<file path="src/rtl/tile_scroll_latch.sv">
// Scroll/priority latch for four tilemap layers, fed by the muxed CPU sub-bus.
// Define TILE_SCROLL_VBLANK_COMMIT_EN for shadow registers committed at VBLANK rise.
module tile_scroll_latch #(
  parameter logic [2:0] PRI_RESET0 = 3'd0,
  parameter logic [2:0] PRI_RESET1 = 3'd1,
  parameter logic [2:0] PRI_RESET2 = 3'd2,
  parameter logic [2:0] PRI_RESET3 = 3'd3
) (
  input  logic        CLK_6M,
  input  logic        nRST,
  input  logic [12:0] A,
  input  logic [7:0]  D,
  input  logic        nWE,
  input  logic        nLATCH0,
  input  logic        nLATCH1,
  input  logic        VBLANK,
  output logic [8:0]  SCROLLX0,
  output logic [8:0]  SCROLLX1,
  output logic [8:0]  SCROLLX2,
  output logic [8:0]  SCROLLX3,
  output logic [7:0]  SCROLLY0,
  output logic [7:0]  SCROLLY1,
  output logic [7:0]  SCROLLY2,
  output logic [7:0]  SCROLLY3,
  output logic [2:0]  PRI0,
  output logic [2:0]  PRI1,
  output logic [2:0]  PRI2,
  output logic [2:0]  PRI3,
  output logic        DIRTY
);

  logic [2:0] a1_q;
  logic [7:0] d1_q;
  logic       nwe1_q, nl0_1_q, nl1_1_q, nl0_2_q, nl1_2_q;
  logic [1:0] wr;
  logic       any_wr;
  logic [1:0] lyr;

  // Write target: shadow set when double-buffered, active set otherwise.
  logic [8:0] scx_q [4];
  logic [8:0] scx_d [4];
  logic [7:0] scy_q [4];
  logic [7:0] scy_d [4];
  logic [2:0] pri_q [4];
  logic [2:0] pri_d [4];

  logic [8:0] out_scx [4];
  logic [7:0] out_scy [4];
  logic [2:0] out_pri [4];

  logic unused_a;
  assign unused_a = ^A[12:3];

  always_ff @(posedge CLK_6M) begin
    if (!nRST) begin
      a1_q    <= '0;
      d1_q    <= '0;
      nwe1_q  <= 1'b1;
      nl0_1_q <= 1'b1;
      nl1_1_q <= 1'b1;
      nl0_2_q <= 1'b1;
      nl1_2_q <= 1'b1;
    end else begin
      a1_q    <= A[2:0];
      d1_q    <= D;
      nwe1_q  <= nWE;
      nl0_1_q <= nLATCH0;
      nl1_1_q <= nLATCH1;
      nl0_2_q <= nl0_1_q;
      nl1_2_q <= nl1_1_q;
    end
  end

  // One write per strobe falling edge; reads are ignored.
  assign wr[0] = !nl0_1_q && nl0_2_q && !nwe1_q;
  assign wr[1] = !nl1_1_q && nl1_2_q && !nwe1_q;

  always_comb begin
    scx_d  = scx_q;
    scy_d  = scy_q;
    pri_d  = pri_q;
    any_wr = 1'b0;
    lyr    = '0;
    for (int g = 0; g < 2; g++) begin
      if (wr[g]) begin
        lyr = {g[0], a1_q[2]};
        case (a1_q[1:0])
          2'b00: begin
            scx_d[lyr][7:0] = d1_q;
            any_wr          = 1'b1;
          end
          2'b01: begin
            scx_d[lyr][8] = d1_q[0];
            pri_d[lyr]    = d1_q[3:1];
            any_wr        = 1'b1;
          end
          2'b10: begin
            scy_d[lyr] = d1_q;
            any_wr     = 1'b1;
          end
          default: ;
        endcase
      end
    end
  end

  always_ff @(posedge CLK_6M) begin
    if (!nRST) begin
      for (int i = 0; i < 4; i++) begin
        scx_q[i] <= '0;
        scy_q[i] <= '0;
      end
      pri_q[0] <= PRI_RESET0;
      pri_q[1] <= PRI_RESET1;
      pri_q[2] <= PRI_RESET2;
      pri_q[3] <= PRI_RESET3;
    end else begin
      scx_q <= scx_d;
      scy_q <= scy_d;
      pri_q <= pri_d;
    end
  end

`ifdef TILE_SCROLL_VBLANK_COMMIT_EN
  logic       vb1_q, vb2_q, commit;
  logic       dirty_q, dirty_d;
  logic [8:0] act_scx_q [4];
  logic [7:0] act_scy_q [4];
  logic [2:0] act_pri_q [4];

  assign commit = vb1_q && !vb2_q;

  // A write coinciding with a commit still leaves the shadow ahead of the active set.
  always_comb begin
    dirty_d = dirty_q;
    if (commit) dirty_d = 1'b0;
    if (any_wr) dirty_d = 1'b1;
  end

  always_ff @(posedge CLK_6M) begin
    if (!nRST) begin
      vb1_q   <= 1'b1;
      vb2_q   <= 1'b1;
      dirty_q <= 1'b0;
      for (int i = 0; i < 4; i++) begin
        act_scx_q[i] <= '0;
        act_scy_q[i] <= '0;
      end
      act_pri_q[0] <= PRI_RESET0;
      act_pri_q[1] <= PRI_RESET1;
      act_pri_q[2] <= PRI_RESET2;
      act_pri_q[3] <= PRI_RESET3;
    end else begin
      vb1_q   <= VBLANK;
      vb2_q   <= vb1_q;
      dirty_q <= dirty_d;
      if (commit) begin
        act_scx_q <= scx_q;
        act_scy_q <= scy_q;
        act_pri_q <= pri_q;
      end
    end
  end

  assign out_scx = act_scx_q;
  assign out_scy = act_scy_q;
  assign out_pri = act_pri_q;
  assign DIRTY   = dirty_q;
`else
  logic unused_vb;
  assign unused_vb = VBLANK ^ any_wr;

  assign out_scx = scx_q;
  assign out_scy = scy_q;
  assign out_pri = pri_q;
  assign DIRTY   = 1'b0;
`endif

  assign SCROLLX0 = out_scx[0];
  assign SCROLLX1 = out_scx[1];
  assign SCROLLX2 = out_scx[2];
  assign SCROLLX3 = out_scx[3];
  assign SCROLLY0 = out_scy[0];
  assign SCROLLY1 = out_scy[1];
  assign SCROLLY2 = out_scy[2];
  assign SCROLLY3 = out_scy[3];
  assign PRI0     = out_pri[0];
  assign PRI1     = out_pri[1];
  assign PRI2     = out_pri[2];
  assign PRI3     = out_pri[3];

endmodule
</file>
<file path="config.mk">
export PLATFORM = sky130hd
export DESIGN_NAME = tile_scroll_latch
export DESIGN_NICKNAME = d
export VERILOG_FILES = /design/src/rtl/tile_scroll_latch.sv
export SDC_FILE = /design/constraint.sdc
export NUM_CORES = 1
export LEC_CHECK = 0
export CAP_MARGIN = 15
export CORE_MARGIN = 5
export CORE_UTILIZATION = 41
export CTS_BUF_LIST = sky130_fd_sc_hd__clkbuf_16
export CTS_CLUSTER_SIZE = 16
export DETAILED_ROUTE_END_ITERATION = 6
export PLACE_DENSITY = 0.81
export RECOVER_POWER = 25
export SYNTH_ARGS = -nofsm -noshare
export SYNTH_HDL_FRONTEND = slang
export SYNTH_SLANG_ARGS = --single-unit
</file>
<file path="constraint.sdc">
create_clock -name CLK_6M -period 1.2 [get_ports CLK_6M]
set_input_delay 0.3 -clock CLK_6M [delete_from_list [all_inputs] [get_ports CLK_6M]]
set_output_delay 0.3 -clock CLK_6M [all_outputs]
set_load 0.02 [all_outputs]
</file>
==> reports/qor.yml <==
synth_nets: 345
place_worst_setup_slack_ns: -0.145
ant_nets: 0
grt_start_max_net_pins: 34
vias: 2518
layout-drive-gt1-share_pct: 30.8
cp.required_ns: 1.40
synth_simple_gate_area_share_pct: 17.8
initial_utilization_pct: 41.8
cellLeakagePower_uw: 0.00251
clk_pin_slew_ns: 0.06
max-cap-violations: 0
pwr-share-seq_pct: 48.7
reg2regPathDepth: 4
cts_tree: "done"
fin_util_pct: 57.1
hold_viol_final: 0
synthCells: 318
hold_class: "in2reg"
fmax_ghz: 0.812
slew_violations: 0
finClkSkew_ns: 0.00609
synth_compound_area_share_pct: 0
hpwl_um: 6010
synthMuxAreaShare_pct: 23.5
clkPwrFrac_pct: 46.8
viasPerCell: 4.69
grt_usage_pct: 17.0
p_comb_share_pct: 4.6
p_per_area_mw_per_mm2: 1440
synth_xor_area_share_pct: 0
violations: "negative setup slack"
yosysWarnings: 0
synth_area_mm2: 0.00340
rsz0062_at_grt: "yes"
final_nets: 456
coreArea_mm2: 0.00813
ys_ff_latch: 96
outcome: "finished, violations left"
numCtsBuffers: 9
holdPathStages: 3
wl_um: 8380
start_kind: "flop"
fp.dieH_um: 101
worst-setup-path-type: "reg2reg"
synth_area_per_cell_um2: 10.7
end_kind: "flop"
power_uw: 6670
setup_violations: 20
place_congestion: 0.777
drt_iter0_markers: 88
rows: 33
grt_pass1_vias: 2666
synth_top_family_by_area: "multiplexers"
n_fill_cell: 710
root_buffer: "clkbuf_16"
syn_to_final_growth_pct: 36.6
port_buffers: 95
wl_per_cell_um: 15.6
die-width_um: 101
power_switching_uw: 1310
clockBufferDepth: 2
cts.sinks: 96
switching_share_pct: 19.7
die_area_mm2: 0.0102
finalCriticalPeriod_ns: 1.23
placedCellCount: 520
drt_pass1_iterations: 4
stdcell_count: 537
clk_latency_ns: 0.33
htreeDepth: 3
peakVddDrop_mv: 0.836
timing.final.crit_share_pct: 103
path_max_fanout: 8
cp_data_arrival_time_ns: 1.44
internal-power_uw: 5350
finalWorstSetupSlack_ns: -0.0322
grt_overflow_total: 0
ys_types: 14
drc_errors: 0
grt_pass1_wl_um: 13400
antenna_found_initial: 0
synth_fa_ha_area_share_pct: 0
io_pins: 108
yosysSeqAreaShare_pct: 56.5
antenna_cells: 0
## final cells by class
cell class,instances,area [um2],area share (%)
sequential,96,1930,41.6
multi-input combinational,206,1520,32.7
timing repair buffer,116,739,15.9
clock buffer,9,225,4.85
tap,105,131,2.83
clock inverter,5,98.8,2.13
## cells in the mapped netlist
cell / instances / share of area [%]
dfxtp_1: 96 / 57
mux2i_1: 80 / 24
nor2b_1: 8 / 1.5
clkbuf_1: 12 / 1.3
nor4b_4: 2 / 1.4
and2_1: 11 / 2.0
buf_4: 1 / 0.22
conb_1: 1 / 0.11
nand2b_1: 5 / 0.92
buf_2: 3 / 0.44
nor2_1: 1 / 0.11
nand2_2: 8 / 1.5
nand2_1: 88 / 9.7
and4bb_2: 2 / 0.74
## state kept, by name, indices dropped and copies added (netlist names)
register and count:
PRI0 3, PRI1 3, PRI2 3, PRI3 3
SCROLLX0 9, SCROLLX1 9, SCROLLX2 9, SCROLLX3 9
SCROLLY0 8, SCROLLY1 8, SCROLLY2 8, SCROLLY3 8
a1_q 3, d1_q 8, nl0_1_q 1, nl0_2_q 1
nl1_1_q 1, nl1_2_q 1, nwe1_q 1
## metrics by stage
stage	hold slack, ns	setup TNS, ns	cell area, um2
floorplan	0.401	0	3400
finish	0.370	-0.343	4640
global route	0.380	-2.96	4640
detailed placement	0.456	-8.16	4600
CTS	0.365	-0.0309	4600
global placement	0.445	-6.06	4600
## power by group through the flow
stage	logic, uW	registers (uW)	clock network [uW]
after global placement	288	3310	0
after global routing	327	3250	3320
after CTS	300	3250	3170
after floorplan	138	3320	0
after detailed placement	293	3320	0
final	303	3250	3120
## cell usage in the layout, fill, tap and decap left out
cell type,count
dfxtp_1,92
nand2_1,84
mux2i_1,80
buf_2,79
clkdlybuf4s50_1,12
buf_4,12
clkbuf_16,9
and2_1,6
nor2b_1,6
nand2_8,5
and2_0,5
nand2b_1,5
nand2_2,4
clkbuf_1,4
nand2_4,3
bufinv_16,3
buf_6,3
buf_12,3
nor4b_4,2
and4bb_4,2
nor2b_2,2
dfxtp_4,2
dlygate4sd3_1,2
dfxtp_2,2
nor2_1,1
conb_1,1
clkinv_2,1
inv_1,1
clkbuf_2,1
## path summary, 6_finish.rpt
| path | from | to | slack, ns |
|---|---|---|---|
| hold / removal | nRST | SCROLLX1[2] | 0.37 |
| setup / recovery | nwe1_q | SCROLLX2[4] | -0.03 |
| setup reg to reg | nwe1_q | SCROLLX2[4] | -0.03 |
| hold reg to reg | SCROLLX3[1] | SCROLLX3[1] | 0.46 |
## critical path: stages (launching register included)
cell     delay [ns]
dfxtp_4        0.37
nor4b_4        0.29
buf_4          0.22
nand2_8        0.10
mux2i_1        0.13
## per-layer routing
layer	vias to the layer above	global-route usage [%]	wire length (um)
li1	1263	-	-
met1	1191	20.6	3580
met2	59	28.7	4100
met3	5	6.44	647
met4	0	3.99	55
met5	-	0	0
## repair_timing
item / 4_1_cts / 5_1_grt
hold endpoints to repair: 0 / 0
gates resized for setup: 334 / 16
endpoints found under the setup margin: 160 / 71
hold buffers: 0 / 0
pin swaps: 2 / 7
buffers inserted: 4 / 0
gates cloned: 0 / 0
## kinds of logic after synthesis
kind of cell           after synthesis
buffers and inverters               16
muxes                               80
and+or+nand+nor                    125
DFF                                 96
other                                1
Power figures use the tool's default switching activity.
